File: config.mk
export PLATFORM = sky130hd
export DESIGN_NAME = gate_bist_ctrl
export DESIGN_NICKNAME = d
export VERILOG_FILES = /design/src/rtl/gate_bist_pkg.sv /design/src/rtl/gate_bist_ctrl.sv
export SDC_FILE = /design/constraint.sdc
export NUM_CORES = 1
export LEC_CHECK = 0
export CAP_MARGIN = 20
export CELL_PAD_IN_SITES_DETAIL_PLACEMENT = 1
export CELL_PAD_IN_SITES_GLOBAL_PLACEMENT = 2
export CORE_ASPECT_RATIO = 1.2
export CORE_UTILIZATION = 28
export CTS_CLUSTER_DIAMETER = 80
export DETAILED_ROUTE_END_ITERATION = 7
export MAX_ROUTING_LAYER = met4
export PLACE_DENSITY_LB_ADDON = 0.1
export REMOVE_ABC_BUFFERS = 1
export SLEW_MARGIN = 20
export SYNTH_ARGS = -nofsm -noshare
export SYNTH_HDL_FRONTEND = slang
export SYNTH_SLANG_ARGS = --single-unit
File: constraint.sdc
create_clock -name clk -period 2.4 [get_ports clk]
set_clock_uncertainty 0.15 [all_clocks]
set_input_delay 0.24 -clock clk [delete_from_list [all_inputs] [get_ports clk]]
set_output_delay 0.24 -clock clk [all_outputs]
set_load 0.01 [all_outputs]
File: src/rtl/gate_bist_pkg.sv
`default_nettype none
// ============================================================================
// Module      : gate_bist_pkg
// Description : Shared types for the gate BIST sequencer: FSM state encoding,
//               gate operation codes and the expected-function helper used to
//               grade the gate output.
// Revision    : 1.0 - initial release
// ============================================================================
package gate_bist_pkg;

    typedef enum logic [1:0] {
        IDLE  = 2'd0,
        APPLY = 2'd1,
        DONE  = 2'd2
    } bist_state_e;

    typedef enum logic [1:0] {
        OP_AND = 2'd0,
        OP_OR  = 2'd1,
        OP_XOR = 2'd2
    } gate_op_e;

    // Reference model of the gate under test.
    function automatic logic gate_expect(input gate_op_e op, input logic a, input logic b);
        logic r;
        case (op)
            OP_AND:  r = a & b;
            OP_OR:   r = a | b;
            OP_XOR:  r = a ^ b;
            default: r = 1'b0;
        endcase
        return r;
    endfunction

endpackage
`default_nettype wire

File: src/rtl/gate_bist_ctrl.sv
`default_nettype none
// ============================================================================
// Module      : gate_bist_ctrl
// Description : Built-in self-test sequencer for a registered two-input gate.
//               On start it walks the four input vectors 00,01,10,11, holds
//               each for HOLD cycles, grades gate_f at the last cycle of each
//               vector and reports a saturating mismatch count and pass/fail.
// Ports       : clk, rst (sync, active high)
//               start          - run request, sampled only in IDLE
//               gate_a, gate_b - registered stimulus to the gate
//               gate_f         - gate output under test
//               busy, done     - run in progress / one-cycle completion pulse
//               pass, err_cnt  - result of last run (held until next start)
//               vec_idx        - current vector, equals {gate_a, gate_b}
// Revision    : 1.0 - initial release
// ============================================================================
module gate_bist_ctrl
    import gate_bist_pkg::*;
#(
    parameter int unsigned LAT   = 1,
    parameter int unsigned HOLD  = 2,
    parameter gate_op_e    OP    = OP_AND,
    parameter int unsigned ERR_W = 3
) (
    input  logic             clk,
    input  logic             rst,
    input  logic             start,
    output logic             gate_a,
    output logic             gate_b,
    input  logic             gate_f,
    output logic             busy,
    output logic             done,
    output logic             pass,
    output logic [ERR_W-1:0] err_cnt,
    output logic [1:0]       vec_idx
);

    localparam int unsigned         c_HOLD_W    = (HOLD > 1) ? $clog2(HOLD) : 1;
    localparam logic [c_HOLD_W-1:0] c_HOLD_LAST = c_HOLD_W'(HOLD - 1);
    localparam logic [ERR_W-1:0]    c_ERR_MAX   = '1;

    // gate_f must have settled before the grading edge of each vector.
    if (HOLD <= LAT) begin : g_bad_hold
        $error("gate_bist_ctrl: HOLD must exceed LAT");
    end

    bist_state_e         r_state,   w_state_nxt;
    logic                r_gate_a,  w_gate_a_nxt;
    logic                r_gate_b,  w_gate_b_nxt;
    logic                r_busy,    w_busy_nxt;
    logic                r_done,    w_done_nxt;
    logic                r_pass,    w_pass_nxt;
    logic [ERR_W-1:0]    r_err_cnt, w_err_cnt_nxt;
    logic [1:0]          r_vec_idx, w_vec_idx_nxt;
    logic [c_HOLD_W-1:0] r_hold,    w_hold_nxt;

    logic                w_check;
    logic                w_mismatch;
    logic [ERR_W-1:0]    w_err_upd;
    logic [1:0]          w_vec_inc;

    // Grading uses the registered stimulus, i.e. the vector the gate has
    // been seeing for the whole hold window.
    assign w_check    = (r_state == APPLY) && (r_hold == c_HOLD_LAST);
    assign w_mismatch = w_check && (gate_f != gate_expect(OP, r_gate_a, r_gate_b));
    assign w_err_upd  = (w_mismatch && (r_err_cnt != c_ERR_MAX)) ? r_err_cnt + ERR_W'(1) : r_err_cnt;
    assign w_vec_inc  = r_vec_idx + 2'd1;

    always_ff @(posedge clk) begin
        if (rst) begin
            r_state   <= IDLE;
            r_gate_a  <= 1'b0;
            r_gate_b  <= 1'b0;
            r_busy    <= 1'b0;
            r_done    <= 1'b0;
            r_pass    <= 1'b0;
            r_err_cnt <= '0;
            r_vec_idx <= 2'd0;
            r_hold    <= '0;
        end else begin
            r_state   <= w_state_nxt;
            r_gate_a  <= w_gate_a_nxt;
            r_gate_b  <= w_gate_b_nxt;
            r_busy    <= w_busy_nxt;
            r_done    <= w_done_nxt;
            r_pass    <= w_pass_nxt;
            r_err_cnt <= w_err_cnt_nxt;
            r_vec_idx <= w_vec_idx_nxt;
            r_hold    <= w_hold_nxt;
        end
    end

    always_comb begin
        w_state_nxt   = r_state;
        w_gate_a_nxt  = r_gate_a;
        w_gate_b_nxt  = r_gate_b;
        w_busy_nxt    = r_busy;
        w_done_nxt    = 1'b0;
        w_pass_nxt    = r_pass;
        w_err_cnt_nxt = r_err_cnt;
        w_vec_idx_nxt = r_vec_idx;
        w_hold_nxt    = r_hold;

        case (r_state)
            IDLE: begin
                if (start) begin
                    w_state_nxt   = APPLY;
                    w_gate_a_nxt  = 1'b0;
                    w_gate_b_nxt  = 1'b0;
                    w_busy_nxt    = 1'b1;
                    w_pass_nxt    = 1'b0;
                    w_err_cnt_nxt = '0;
                    w_vec_idx_nxt = 2'd0;
                    w_hold_nxt    = '0;
                end
            end

            APPLY: begin
                w_err_cnt_nxt = w_err_upd;
                if (w_check) begin
                    w_hold_nxt = '0;
                    if (r_vec_idx == 2'd3) begin
                        // Final grade folds into pass in the same cycle.
                        w_state_nxt   = DONE;
                        w_busy_nxt    = 1'b0;
                        w_done_nxt    = 1'b1;
                        w_pass_nxt    = (w_err_upd == '0);
                        w_gate_a_nxt  = 1'b0;
                        w_gate_b_nxt  = 1'b0;
                        w_vec_idx_nxt = 2'd0;
                    end else begin
                        w_vec_idx_nxt = w_vec_inc;
                        w_gate_a_nxt  = w_vec_inc[1];
                        w_gate_b_nxt  = w_vec_inc[0];
                    end
                end else begin
                    w_hold_nxt = r_hold + c_HOLD_W'(1);
                end
            end

            DONE: begin
                w_state_nxt = IDLE;
            end

            default: begin
                w_state_nxt = IDLE;
                w_busy_nxt  = 1'b0;
            end
        endcase
    end

    assign gate_a  = r_gate_a;
    assign gate_b  = r_gate_b;
    assign busy    = r_busy;
    assign done    = r_done;
    assign pass    = r_pass;
    assign err_cnt = r_err_cnt;
    assign vec_idx = r_vec_idx;

endmodule
`default_nettype wire

==> results of run 1 <==
synthesized netlist by cell type, types with 2 or more instances:
master,count,area [um^2]
nor3b_1,3,22.5
dfxtp_1,11,220
a21oi_1,6,30.0
nor3_1,6,30.0
buf_4,3,22.5
nor2_1,4,15.0
mux2i_1,5,50.1
ha_1,4,50.1
inv_1,2,7.51
a21o_1,2,15.0
nand2b_1,4,25.0
nand2_1,4,15.0
final cells by class:
type | instances | area [um^2]
Fill cell | 243 | 1280
Multi-Input combinational cell | 47 | 335
Sequential cell | 11 | 220
Timing Repair Buffer | 14 | 138
Tap cell | 30 | 37.5
Clock buffer | 4 | 26.3
Inverter | 2 | 7.51
critical path: cells and delay by family, from the launching register on:
| family | cells | cell delay [ns] |
|---|---|---|
| AND/OR/NAND/NOR | 1 | 0.57 |
| flip-flops | 1 | 0.37 |
| AO/OA/AOI/OAI | 1 | 0.08 |
| adder cells (fa/ha/maj) | 2 | 0.42 |
| multiplexers | 1 | 0.17 |
through the flow:
step	hold WS, ns	worst slack [ns]	instance area, um^2	cells
4_1_cts	0.336	0.496	764	108
2_1_floorplan	0.159	0.584	563	60
3_3_place_gp	0.327	0.528	738	104
5_1_grt	0.372	0.420	764	108
6_report	0.334	0.512	764	108
3_5_place_dp	0.325	0.513	738	104
layer usage:
metal / up-vias / routed length (um) / global-route usage
met5: - / 0 / -
met4: 0 / 14 / 0.0758
met3: 2 / 55 / 0.0207
met2: 11 / 689 / 0.248
met1: 224 / 678 / 0.167
li1: 251 / - / -
flip-flops by register name, summed over array words and instances, names as in the netlist:
| name | cells |
|---|---|
| r_hold | 1 |
| busy | 1 |
| done | 1 |
| err_cnt | 3 |
| gate_b | 1 |
| pass | 1 |
| r_state | 2 |
| gate_a | 1 |
path summary, 6_finish.rpt:
kind | start | to | slack (ns) | cells after the start
worst max-delay path | err_cnt[0] | pass | 0.51 | 5
worst min-delay path | pass | pass | 0.33 | 2
worst max register to register | err_cnt[0] | pass | 0.51 | 5
worst min register to register | pass | pass | 0.33 | 2
logic make-up (layout without fill, tap and decap cells):
| logic type | Yosys count | count (layout) | share of synthesized area |
|---|---|---|---|
| and+or+nand+nor | 26 | 26 | 0.260 |
| buffers and inverters | 7 | 20 | 0.0750 |
| xor gates and xnor gates | 1 | 1 | 0.0146 |
| adders and majority gates | 4 | 4 | 0.0833 |
| DFF | 11 | 11 | 0.367 |
| AOI/OAI and AO/OA | 11 | 11 | 0.117 |
| muxes | 5 | 5 | 0.0833 |
power groups by stage:
stage / logic (mW) / registers (mW) / clock network, mW
floorplan: 0.0234 / 0.201 / 0
detailed placement: 0.0515 / 0.199 / 0
CTS: 0.0518 / 0.195 / 0.142
finish: 0.0510 / 0.194 / 0.132
global placement: 0.0517 / 0.199 / 0
global route: 0.0560 / 0.196 / 0.145
==> impl_metrics.toml, run 1 <==
[outcome]
status = "finished, final reports clean"

[floorplanning]
dieArea_um2 = 2330
core_um2 = 2050
rows = 18
die_x_um = 44.3
start_util = 0.293
die_h_um = 52.7
io_pins = 14

[worst_hold_path]
hold_class = "reg2reg"

[pwr]
netSwitchingFraction = 0.262
ir_drop_uv = 206
internal_power_mw = 0.278
p_sw_mw = 0.0989
clock_power_share = 0.350
p_leak_nw = 0.313
p_seq_frac = 0.515
finalPower_mw = 0.377
power_density_nw_per_um2 = 494
power_frac_comb = 0.135

[grt]
grt-ovfl-total = 0
grt_max_degree = 13
grt_first_pass_wirelength_um = 2390
grt_pass1_vias = 532
track_usage = 0.147
antenna_found_initial = 0

[worst_setup_path]
critPathSlowestCell = "or4b_4"
cpPeakStageDelay_ns = 0.57
worst_ep_arrival_time_ns = 1.88
endpoint_kind = "flip-flop"
critPathKind = "reg2reg"
crit_top_cell = "ha_1"
setup.worst_path.start_class = "flip-flop"
critPathRequiredTime_ns = 2.39
path_cells = "ha_1, ha_1, or4b_4, mux2i_1, o32ai_1"
cp_max_fo = 7

[cts]
cts_tree = "built"
post_cts_buffers = 0
clockBufferDepth = 2
htree_levels = 1
clk_latency_ns = 0.27
post_cts_resized = 0
ctsRootBufferMaster = "clkbuf_4"
clk_pin_slew_ns = 0.07
postCtsHoldBufs = 0
clock_sinks = 11
cts_made_buffers = 3

[synthesis]
synth_edf_count = 0
async_flop_share = 0
ys_seq_area_frac = 0.367
ys_seq_elements = 11
synthCells = 65
syn_avg_cell_area_um2 = 9.24
ys.flop_type = "dfxtp_1"
ys.warnings.count = 0
synth.distinct_cells = 23
synth_area_um2 = 601

[placed_design]
routabilityCongestion = 0.695
hpwl_um = 1030
port_buffers = 13

[routing]
ant_nets = 0
totalWireLength_um = 1440
first_iter_violations = 4
drt-wirelength-per-cell_um = 13.3
vias = 488
dr.pass1.iters = 4
via_per_inst = 4.52
drc = 0

[sta]
slew_viol_final = 0
max_freq_ghz = 0.530
finalSetupTns_ns = 0
finalCriticalPeriod_ns = 1.89
rsz0062_at_grt = "no"
period_share = 0.787
setup_viol = 0
slew_headroom = 0.702
hold_viol = 0
worst_pin_slew_ns = 0.445

[final_layout]
diodes = 0
final_common_cell = "clkdlybuf4s50_1"
drive_gt1_frac = 0.0897
nNetsFinal = 87
layout_common_cells = "clkdlybuf4s50_1 (13), dfxtp_1 (11), a21oi_1 (6), nor3_1 (6), mux2i_1 (5)"
area_growth_pct = 27.3
utilization = 0.373

[job]
maxCapViolations = 0
(Power assumes the default switching activity.)
==> run 2: changes to the inputs <==
--- a/config.mk
+++ b/config.mk
@@ -9,7 +9,7 @@
 export CELL_PAD_IN_SITES_DETAIL_PLACEMENT = 1
 export CELL_PAD_IN_SITES_GLOBAL_PLACEMENT = 2
 export CORE_ASPECT_RATIO = 1.2
-export CORE_UTILIZATION = 28
+export CORE_UTILIZATION = 25
 export CTS_CLUSTER_DIAMETER = 80
 export DETAILED_ROUTE_END_ITERATION = 7
 export MAX_ROUTING_LAYER = met4
==> constraint.sdc (replaced) <==
create_clock -name clk -period 1.5 [get_ports clk]
set_clock_uncertainty 0.15 [all_clocks]
set_input_delay 0.15 -clock clk [delete_from_list [all_inputs] [get_ports clk]]
set_output_delay 0.15 -clock clk [all_outputs]
set_load 0.01 [all_outputs]
==> impl_metrics.toml, run 2 (same netlist as run 1, synthesis figures left out) <==
[outcome]
status = "finished with violations"
violations = "negative setup slack"

[sta]
slew_headroom = 0.852
max_freq_ghz = 0.581
whs_ns = 0.341
timing.final.ws_setup_ns = -0.222
hold_viol = 0
period_share = 1.15
finalSetupTns_ns = -0.604
worst_pin_slew_ns = 0.221
slew_viol_final = 0
setup_viol = 3
finalCriticalPeriod_ns = 1.72
rsz0062_at_grt = "yes"

[worst_hold_path]
hold_class = "in2reg"
hp-start = "rst"
min_to = "done"
worstHoldPathCells = 2

[routing]
first_iter_violations = 5
totalWireLength_um = 1640
via_per_inst = 4.58
ant_nets = 0
drt-wirelength-per-cell_um = 13.5
vias = 554
dr.pass1.iters = 4
drc = 0

[worst_setup_path]
reg2reg_slack_ns = -0.22
reg2reg_to = "pass"
setup.worst_path.start_class = "flip-flop"
reg2reg_from = "err_cnt[1]"
worst_ep_arrival_time_ns = 1.73
critPathRequiredTime_ns = 1.51
endpoint_kind = "flip-flop"
cp_max_fo = 3
reg2reg_depth = 5
critPathKind = "reg2reg"

[final_layout]
final_common_cell = "buf_4"
drive_gt1_frac = 0.311
largest_reg_flops = 3
diodes = 0
nNetsFinal = 99
stdcell_area_um2 = 901
area_growth_pct = 50.0
layout_common_cells = "buf_4 (12), dfxtp_1 (7), dlygate4sd2_1 (7)"

[pwr]
p_leak_nw = 0.440
p_seq_frac = 0.492
p_sw_mw = 0.167
power_density_nw_per_um2 = 693
ir_drop_uv = 403
power_frac_comb = 0.165
internal_power_mw = 0.458
netSwitchingFraction = 0.267
finalPower_mw = 0.625
clock_power_share = 0.343

[grt]
grt-ovfl-total = 0
grt_pass1_vias = 571
grt_max_degree = 12
antenna_found_initial = 0
track_usage = 0.147
grt_first_pass_wirelength_um = 2650

[floorplanning]
dieArea_um2 = 2600
start_util = 0.263
core_um2 = 2280
rows = 19
die_x_um = 46.7
io_pins = 14
die_h_um = 55.7

[cts]
clk_pin_slew_ns = 0.08
post_cts_buffers = 0
ctsRootBufferMaster = "clkbuf_4"
clock_sinks = 11
clockBufferDepth = 2
htree_levels = 1
cts_made_buffers = 3
cts_tree = "built"
clk_latency_ns = 0.27
postCtsHoldBufs = 0

[placed_design]
routabilityCongestion = 0.704
dp_slack_ns = -0.316
place_area_um2 = 830
port_buffers = 13
hpwl_um = 1190

[job]
maxCapViolations = 0
==> run 2: changes by cell type in the layout (fill, tap and decap cells not counted) <==
cell | before | now
buf_4 | 1 | 12
clkdlybuf4s50_1 | 13 | 4
dlygate4sd2_1 | 0 | 7
dfxtp_1 | 11 | 7
dfxtp_2 | 0 | 4
ha_1 | 4 | 1
dlymetal6s2s_1 | 0 | 2
ha_4 | 0 | 2
buf_6 | 0 | 1
ha_2 | 0 | 1
nor3b_1 | 3 | 2
nor3b_2 | 0 | 1
xnor2_1 | 1 | 0
xnor2_2 | 0 | 1
==> run 2: power by group through the flow <==
stage	combinational [mW]	sequential, mW	clock, mW
after floorplan	0.0374	0.322	0
after global placement	0.102	0.313	0
after detailed placement	0.103	0.314	0
after CTS	0.102	0.307	0.216
after global routing	0.113	0.308	0.249
final	0.103	0.307	0.214
==> run 2: worst max-delay path, stage by stage (launching register included) <==
cell	delay, ns
dfxtp_2	0.34
ha_4	0.16
ha_4	0.15
or4b_4	0.55
mux2i_1	0.18
o32ai_1	0.09
==> run 2: timing repair <==
item,CTS,global route
pin swaps,4,1
endpoints found under the setup margin,11,7
gates resized for setup,17,4
==> run 2: per-stage QoR <==
stage               utilization  std cells
floorplan                     -         60
global placement          0.363        117
detailed placement        0.363        117
CTS                       0.388        121
global route              0.395        121
finish                    0.395        121
==> run 2: worst max-delay path by stage <==
stage,startpoint,to,slack [ns],cells past startpoint
detailed placement,err_cnt[1],pass,-0.32,5
finish,err_cnt[1],pass,-0.22,5
floorplan,err_cnt[0],pass,-0.32,5
global route,err_cnt[1],err_cnt[1],-0.29,5
CTS,err_cnt[1],pass,-0.25,5
global placement,err_cnt[1],pass,-0.27,5
==> run 2: layout make-up <==
| cell class | count | area (um^2) |
|---|---|---|
| tap | 31 | 38.8 |
| clock buffer | 4 | 26.3 |
| fill | 290 | 1380 |
| multi-input combinational | 47 | 375 |
| timing repair buffer | 26 | 228 |
| inverter | 2 | 7.51 |
| sequential | 11 | 225 |
==> run 2: per-layer routing <==
metal  GRT usage  vias up  share of wire
li1            -      275              -
met1       0.193      266           0.44
met3      0.0292        2          0.043
met4      0.0612        0         0.0098
met2       0.214       11           0.50
met5           -        -              0
==> run 3: changes to the inputs <==
--- a/config.mk
+++ b/config.mk
@@ -5,7 +5,7 @@
 export SDC_FILE = /design/constraint.sdc
 export NUM_CORES = 1
 export LEC_CHECK = 0
-export CAP_MARGIN = 20
+export CAP_MARGIN = 10
 export CELL_PAD_IN_SITES_DETAIL_PLACEMENT = 1
 export CELL_PAD_IN_SITES_GLOBAL_PLACEMENT = 2
 export CORE_ASPECT_RATIO = 1.2
==> results of run 3 <==
Final layout, timing and power as in run 2 (identical DEF).
